===== src/rtl/reg_file_2r1w.sv =====
// Two-read, one-write register file with optional hardwired-zero entry 0,
// same-cycle write-to-read bypass, and a post-reset sweep that zeroes every entry.
module reg_file_2r1w #(
  parameter int W        = 8,
  parameter int D        = 4,
  parameter int ZERO_REG = 0
) (
  input  logic         CLK,
  input  logic         reset,
  input  logic         write_en,
  input  logic [D-1:0] waddr,
  input  logic [W-1:0] data_in,
  input  logic [D-1:0] raddrA,
  input  logic [D-1:0] raddrB,
  output logic [W-1:0] data_outA,
  output logic [W-1:0] data_outB,
  output logic         ready
);

  localparam int DEPTH = 2 ** D;

  typedef enum logic {
    ST_CLEAR = 1'b0,
    ST_READY = 1'b1
  } state_t;

  state_t         state_q, state_d;
  logic [D-1:0]   clr_ptr_q, clr_ptr_d;
  logic [W-1:0]   mem_q [DEPTH];
  logic           zero_wr;
  logic           wr_fire;
  logic           byp_a, byp_b;

  assign zero_wr = (ZERO_REG != 0) && (waddr == '0);
  assign wr_fire = (state_q == ST_READY) && !reset && write_en && !zero_wr;

  always_ff @(posedge CLK) begin
    if (reset) begin
      state_q   <= ST_CLEAR;
      clr_ptr_q <= '0;
    end else begin
      state_q   <= state_d;
      clr_ptr_q <= clr_ptr_d;
    end
  end

  always_comb begin
    state_d   = state_q;
    clr_ptr_d = clr_ptr_q;
    if (state_q == ST_CLEAR) begin
      clr_ptr_d = clr_ptr_q + 1'b1;
      if (clr_ptr_q == {D{1'b1}}) begin
        state_d = ST_READY;
      end
    end
  end

  // The array itself is never reset; the sweep walks it one entry per cycle.
  always_ff @(posedge CLK) begin
    if (!reset) begin
      if (state_q == ST_CLEAR) begin
        mem_q[clr_ptr_q] <= '0;
      end else if (wr_fire) begin
        mem_q[waddr] <= data_in;
      end
    end
  end

  assign byp_a = write_en && !reset && (waddr == raddrA);
  assign byp_b = write_en && !reset && (waddr == raddrB);

  always_comb begin
    data_outA = mem_q[raddrA];
    if (state_q == ST_CLEAR) begin
      data_outA = '0;
    end else if ((ZERO_REG != 0) && (raddrA == '0)) begin
      data_outA = '0;
    end else if (byp_a) begin
      data_outA = data_in;
    end
  end

  always_comb begin
    data_outB = mem_q[raddrB];
    if (state_q == ST_CLEAR) begin
      data_outB = '0;
    end else if ((ZERO_REG != 0) && (raddrB == '0)) begin
      data_outB = '0;
    end else if (byp_b) begin
      data_outB = data_in;
    end
  end

  assign ready = (state_q == ST_READY);

endmodule


===== config.mk =====
export PLATFORM = sky130hd
export DESIGN_NAME = reg_file_2r1w
export DESIGN_NICKNAME = d
export VERILOG_FILES = /design/src/rtl/reg_file_2r1w.sv
export SDC_FILE = /design/constraint.sdc
export NUM_CORES = 1
export LEC_CHECK = 0
export ABC_AREA = 1
export CORE_MARGIN = 8
export CORE_UTILIZATION = 50
export CTS_BUF_LIST = sky130_fd_sc_hd__clkbuf_4 sky130_fd_sc_hd__clkbuf_8
export CTS_CLUSTER_SIZE = 12
export DETAILED_ROUTE_END_ITERATION = 10
export PLACE_DENSITY = 0.68
export SYNTH_ARGS = -nofsm -noshare
export SYNTH_HDL_FRONTEND = slang
export SYNTH_SLANG_ARGS = --single-unit

===== constraint.sdc =====
create_clock -name CLK -period 2.4 [get_ports CLK]
set_input_delay 0.72 -clock CLK [delete_from_list [all_inputs] [get_ports CLK]]
set_output_delay 0.72 -clock CLK [all_outputs]
set_load 0.005 [all_outputs]

# Word-level counts from Yosys, hierarchy flattened
# Memory sizes are Yosys's and may differ from the RTL's.
# Cells that the tools add are included.
[totals] out_inout_bits=17 wordCells=30 n_memories=1 ff_bits=5 input_bits=23 mem_bits_rw=128
[memory_table] name="mem_q" words=16 word_bits=8 read_ports=2 rd_ports_with_merged_regs=0 wr=1 line="29" source="logic [W-1:0] mem_q [DEPTH];"
[op_classes] add_sub_neg=1 muxes=16 eq_ne=3 n_reduce_logical=7
[op_table] cell="$mux 8" count=5
[op_table] cell="$mux 1" count=10
[op_table] cell="$eq 4x4->1" count=2
[op_table] cell="$reduce_or 8->1" count=1
[op_table] cell="$logic_and 1x1->1" count=5
[op_table] cell="$add 4x1->4 const B" count=1
[op_table] cell="$eq 4x4->1 const B" count=1
[op_table] cell="$mux 4" count=1
[op_table] cell="$logic_not 1->1" count=1

# Logic depth before layout (Yosys ltp)
# Gate-level depths: netlist of run 1.
[depth] ltp_word=9 mapped_depth=11 depth_no_buf=9

# Worst setup path before layout of run 1
# OpenSTA, ideal clock, no wires.
[synth_timing] kind="input -> output" from="input raddrA[2]" to="output data_outA[5]" stages=8 t_required_ns=1.680 slack_ns=0.093 n_path_buf=2 arrival_time_ns=1.587 cell_sequence="buf_6 xnor2_1 nand4_4 buf_6 nor2_2 nor2_1 nand2_1 inv_1"
[synth_between] elab_chain_cells=4 word_cells_on_any_way=5 classes_between="1 x eq/ne; 2 x mux; 1 x reduce/logical; 1 x memory"
[synth_lines] element="start: declaration" line="13" source="input logic [D-1:0] raddrA,"
[synth_lines] element="parallel branches: the longest is 2 deep, another holds $mem_v2 16x8"
[synth_lines] element="$mux 8 *" line="78" source="end else if (byp_a) begin"
[synth_lines] element="$mux 8 *" line="74" source="if (state_q == ST_CLEAR) begin"
[synth_lines] element="end: declaration" line="15" source="output logic [W-1:0] data_outA,"
# Every way passes the cells marked *.

# Worst setup path in the final report of run 1
[layout_timing] from="input raddrA[0]" to="output data_outA[1]"
# Same word-level chain as after synthesis.

==> metrics.cfg, run 1 <==
[synthesis]
syn_area_um2=7715
synth_compound_area_share_pct=0.8109
syn-num-nets=1014
yosys.area_share.simple_pct=34.84
yosysSeqAreaShare_pct=51.12
yosys_register_bits=133
yosysWarnings=0
synth-xor-area-share_pct=0.3244
synth_top_family_by_area=simple AND/OR/NAND/NOR gates
synth_top_cell_by_area=edfxtp_1
synth_top_area_share_pct=49.82
synthTopCellsByArea=edfxtp_1 (50%), nand3_1 (16%), nand2_1 (14%)
async_flop_share_pct=0
netlist_instances=990
synth_mux_area_share_pct=0
yosys.area_share.adder_pct=0.1622
synth_cell_types=27
ys.flop_type=edfxtp_1
avgSynthCellArea_um2=7.793
synth-edff-count=128

[grt]
grt.overflow.total=0
grt_max_degree=26
grt_usage_pct=26.49
grt_pass1_wl_um=39360
antenna_found_initial=0
grt_pass1_vias=6947

[routing]
met1_length_um=10240
drtAntennaViolNets=0
drc=0
firstDrtPassIters=9
dr_wl_met2_um=12000
initialDrtViolationCount=1030
wl_um=27020
vias=7615
dr_wl_met3_um=3521
avgRoutedWirePerCell_um=20.38
highest_layer=met4
routed_via_density=5.743

[final_layout]
layout.cells.non_filler=1326
insertedDiodeCount=0
final_area_um2=10570
drive_gt1_share_pct=26.98
n_fill_cell=1079
syn2layout_area_growth_pct=36.94
nets=1149
fin_util_pct=69.76

[clocking]
clk_latency_ns=0.46
tritoncts=done
clk_path_buf_depth=2
cts_root_buffer=clkbuf_8
clkTransAtPathRegs_ns=0.09
numCtsBuffers=17
ctsHtreeMaxLevel=4
clock-sinks=133
hold_buffers=0

[outcome]
status=finished with violations
violations=setup timing

[critical_path]
critPathArrivalTime_ns=1.98
ff2ff_setup_slack_ns=0.38
critPathKind=input pin to output pin
r2r-end=mem_q[0][7]
cp_data_required_time_ns=1.68
slowest_stage=nand3_1
r2r.worst_path.cells=6
critPathMaxStageDelay_ns=0.17
cp_cell_sequence=buf_12 -> inv_12 -> buf_12 -> buf_12 -> nand2_1 -> nand3_1 -> nand3_1 -> nand3_1 -> nand3_1 -> nand2_1 -> inv_1 -> buf_2
r2r-start=ready
path_common_cell=nand3_1
crit_path_start_kind=input pin
crit_fanout=13
critPathCaptureType=output pin

[floorplanning]
core-area_um2=15150
die_h_um=140.2
ioPinCount=40
initial_core_util_pct=50.94
die_area_um2=19660
dieWidth_um=140.2
fp-row-count=45

[pwr]
switching_share_pct=27.45
switchingPower_mw=1.463
p_int_mw=3.867
p_seq_share_pct=47.7
vdd_drop_max_uv=365.5
pwr-share-clk_pct=34.2
pwr-share-comb_pct=18.1
power.leakage_nw=5.077
powerDensity_nw_per_um2=504.5

[sta]
setup_slack_ns=-0.2973
setup_viol=16
rsz0062_at_grt=true
post-route-min-period_ns=2.697
relSlewSlack_pct=69.87
worst_pin_slew_ns=0.4489
finalHoldViolCount=0
fin_tns_setup_ns=-3.655
finClkSkew_ns=0.02050
fmax_ghz=0.3707
post-route-period-util_pct=112.4
drv_slew=0

[run]
drv_cap=0

[place]
dpl_cell_area_um2=8975
placement.io_buffers=39
post-dp-hpwl_um=16340
post-place-ws_ns=-1.084
place_congestion=0.9187
placedCellCount=1256

[min_path]
hold_path_depth=2
hp-class=flip-flop to flip-flop
hold_path_end=ready
hold_path.startpoint=clr_ptr_q[3]

[layout make-up]
cell class / count / area [um2] / area share [%]
Sequential cell: 133 / 3944 / 37.33
Multi-Input combinational cell: 627 / 3322 / 31.44
Inverter: 175 / 694.4 / 6.573
Tap cell: 188 / 235.2 / 2.226
Timing Repair Buffer: 171 / 1993 / 18.87
Clock inverter: 14 / 135.1 / 1.279
Clock buffer: 18 / 241.5 / 2.286
[synthesized netlist by cell type, types with 2 or more instances]
master and instances:
nand2_1 295, buf_6 6, inv_2 6, dfxtp_1 5
nor2_1 61, a21oi_1 4, o21ai_2 2, o21ai_1 3
nand3_1 245, inv_1 168, buf_4 9, clkbuf_1 8
nand4_4 2, nor2_2 5, o21ai_0 2, edfxtp_1 128
buf_2 31
[routing by layer]
metal  up-vias  GRT usage [%]
met1      3492          35.07
met3       117          6.422
li1       3441              -
met2       565          40.25
met4         0          12.29
met5         -              0
[worst max-delay path, delay by kind of cell]
| family | cells | cell delay, ns |
|---|---|---|
| and+or+nand+nor | 6 | 0.65 |
| buffers and inverters | 6 | 0.58 |
[through the flow]
step | hold WS (ns) | power (mW)
6_report | 0.4979 | 5.330
5_1_grt | 0.5332 | 5.473
4_1_cts | 0.4877 | 5.229
3_3_place_gp | 0.4743 | 3.290
2_1_floorplan | 0.4501 | 2.996
3_5_place_dp | 0.4744 | 3.298
[registers in the layout, indices dropped and copies added (netlist names)]
name	count
mem_q	128
ready	1
clr_ptr_q	4
[worst max path at each step]
| stage | startpoint | end | slack, ns |
|---|---|---|---|
| final | raddrA[0] | data_outA[1] | -0.30 |
| after global routing | raddrA[0] | data_outA[0] | -0.36 |
| after CTS | raddrA[1] | data_outA[2] | -0.32 |
| after detailed placement | raddrB[1] | data_outB[3] | -1.08 |
| after global placement | raddrB[1] | data_outB[3] | -1.08 |
| after floorplan | raddrA[2] | data_outA[5] | 0.09 |
[placed cells by master, fill, tap and decap left out, drive strengths merged, types with 4 or more instances in the layout]
master | synthesis | layout
edfxtp | 128 | 128
dfxtp | 5 | 5
nand2 | 296 | 296
nor2 | 67 | 67
o21ai | 7 | 7
a21oi | 4 | 4
clkdlybuf4s50 | 0 | 9
inv | 175 | 177
clkinvlp | 0 | 4
clkbuf | 8 | 22
nand3 | 246 | 246
buf | 47 | 156
clkinv | 0 | 6
[cell families (layout without fill, tap and decap cells)]
kind of cell,after synthesis,in the layout
AND/OR/NAND/NOR,613,613
XOR/XNOR,2,2
flip-flops,133,133
adder cells (fa/ha/maj),1,1
AO/OA/AOI/OAI,11,11
buffers and inverters,230,378
[power by group through the flow]
stage                     clock [mW]  combinational [mW]  sequential [mW]
after floorplan                    0               0.403             2.59
after global placement             0               0.696             2.59
after detailed placement           0               0.702             2.60
after CTS                       1.84               0.848             2.54
after global routing            1.92                1.01             2.54
final                           1.82               0.965             2.54
[timing repair]
action | 4_1_cts | 5_1_grt
pin swaps | 44 | 37
cloned | 10 | 2
setup endpoints to repair | 16 | 16
buffers inserted | 23 | 3
resized for setup | 212 | 94
(Power assumes the default switching activity.)
==> run 2, diff against run 1 <==
clock period = 3.1 ns   (was 2.4 ns; I/O delays follow)
==> run 2 against run 1 <==
Net effect: the flow still finishes with violations (setup timing); worst setup slack gained 0.26 ns; register-to-register slack gained 0.67 ns; via count shrank 3.8%; clock-buffer cell count is the same; final cell count shrank 1.8%; non-clock buffer count shrank 23; clock power shrank 18%; combinational power shrank 32%; first-iteration DRC count shrank 22%; critical endpoint is now data_outA[5].
==> metrics.cfg, run 2 (synthesized netlist as in run 1, its figures left out) <==
[outcome]
status=finished with violations
violations=setup timing

[sta]
post-route-min-period_ns=3.138
fin_tns_setup_ns=-0.1043
worst_pin_slew_ns=0.7894
setup_viol=4
drv_slew=0
fmax_ghz=0.3187
relSlewSlack_pct=47.32
post-route-period-util_pct=101.2
setup_slack_ns=-0.03795
finalHoldViolCount=0
rsz0062_at_grt=true
finClkSkew_ns=0.01496

[routing]
firstDrtPassIters=8
vias=7329
avgRoutedWirePerCell_um=19.72
drtAntennaViolNets=0
routed_via_density=5.629
wl_um=25680
drc=0
initialDrtViolationCount=807

[grt]
grt.overflow.total=0
grt_pass1_vias=6827
antenna_found_initial=0
grt_pass1_wl_um=38160
grt_max_degree=36
grt_usage_pct=25.51

[pwr]
switchingPower_mw=1.117
powerDensity_nw_per_um2=412.3
pwr-share-comb_pct=16.0
p_seq_share_pct=47.6
p_int_mw=3.017
switching_share_pct=27.01
pwr-share-clk_pct=36.4
power.leakage_nw=4.801
finalPower_mw=4.134
vdd_drop_max_uv=252.1

[floorplanning]
die_area_um2=19660
ioPinCount=40
core-area_um2=15150
dieWidth_um=140.2
die_h_um=140.2
fp-row-count=45
initial_core_util_pct=50.94

[critical_path]
critPathArrivalTime_ns=2.21
slowest_stage=nand3_1
crit_path_start_kind=input pin
cp_cell_sequence=buf_8 -> buf_6 -> buf_12 -> buf_12 -> buf_12 -> nand3_1 -> nand3_1 -> nand3_2 -> nand3_1 -> nand2_1 -> inv_1 -> buf_2
critPathMaxStageDelay_ns=0.15
ff2ff_setup_slack_ns=1.05
critPathCaptureType=output pin
crit_fanout=13
cp_data_required_time_ns=2.17
critPathKind=input pin to output pin

[place]
placedCellCount=1238
placement.io_buffers=39
dpl_cell_area_um2=8790
place_congestion=0.9595
post-place-ws_ns=-0.7871
post-dp-hpwl_um=16760

[final_layout]
mostFrequentLayoutCell=nand2_1
drive_gt1_share_pct=23.34
syn2layout_area_growth_pct=29.96
layout.cells.non_filler=1302
n_fill_cell=1191
largest_reg_flops=128
top_register=mem_q
insertedDiodeCount=0
final_area_um2=10030
final_cell_mix=nand2_1 (289), nand3_1 (196), inv_1 (165)
nets=1126

[clocking]
tritoncts=done
hold_buffers=0
clock-sinks=133
clkTransAtPathRegs_ns=0.09
clk_latency_ns=0.46
cts_root_buffer=clkbuf_8
ctsHtreeMaxLevel=4
numCtsBuffers=17
clk_path_buf_depth=2

[run]
drv_cap=0

[min_path]
hp-class=flip-flop to flip-flop

run 2: cell count changes in the layout (fill, tap and decap cells not counted), sizes merged:
cell / before / now
clkinv: 6 / 4
inv: 177 / 176
clkinvlp: 4 / 5
buf: 156 / 132
clkdlybuf4s15: 0 / 1
clkbuf: 22 / 23
bufinv: 2 / 3
bufbuf: 2 / 1
run 2: worst max-delay path: cells and delay by family:
kind                   cells  cell delay (ns)
AND/OR/NAND/NOR            5             0.52
buffers and inverters      7             0.74
run 2: per-layer routing:
layer / wire length, um / vias to the layer above / part of all wire [%] / GRT usage [%]
met4: 1088 / 0 / 4.2 / 11.83
met5: 0 / - / 0 / 0
met2: 11240 / 512 / 44 / 37.92
met3: 3156 / 95 / 12 / 7.204
li1: - / 3378 / - / -
met1: 10200 / 3344 / 40 / 33.82
run 2: stage by stage:
step	hold slack, ns	util (%)
5_1_grt	0.5292	66.20
3_5_place_dp	0.4684	58.03
6_report	0.4856	66.20
3_3_place_gp	0.4725	58.03
4_1_cts	0.4911	63.48
2_1_floorplan	0.4501	-
run 2: path summary, 6_finish.rpt:
check / cells after the start / endpoint / startpoint
setup / recovery: 12 / data_outA[5] / raddrA[1]
hold / removal: 2 / ready / clr_ptr_q[3]
setup reg to reg: 5 / mem_q[2][3] / ready
hold reg to reg: 2 / ready / clr_ptr_q[3]
run 2: power by group through the flow:
stage / sequential [mW] / combinational, mW / clock, mW
2_1_floorplan: 2.01 / 0.312 / 0
3_3_place_gp: 2.01 / 0.523 / 0
4_1_cts: 1.97 / 0.581 / 1.51
5_1_grt: 1.97 / 0.697 / 1.59
3_5_place_dp: 2.01 / 0.526 / 0
6_report: 1.97 / 0.661 / 1.50
run 2: final cells by class:
cell class                      instances  area [um2]  share of cell area [%]
Clock buffer                           18       241.5                   2.409
Clock inverter                         13       157.7                   1.572
Inverter                              175       685.7                   6.839
Multi-Input combinational cell        627        3226                   32.17
Sequential cell                       133        3944                   39.34
Tap cell                              188       235.2                   2.346
Timing Repair Buffer                  148        1536                   15.33
run 2: timing repair:
action	4_1_cts	5_1_grt
setup endpoints to repair	16	16
resized for setup	161	85
gates cloned	2	2
pin swaps	35	50
buffers inserted	27	2
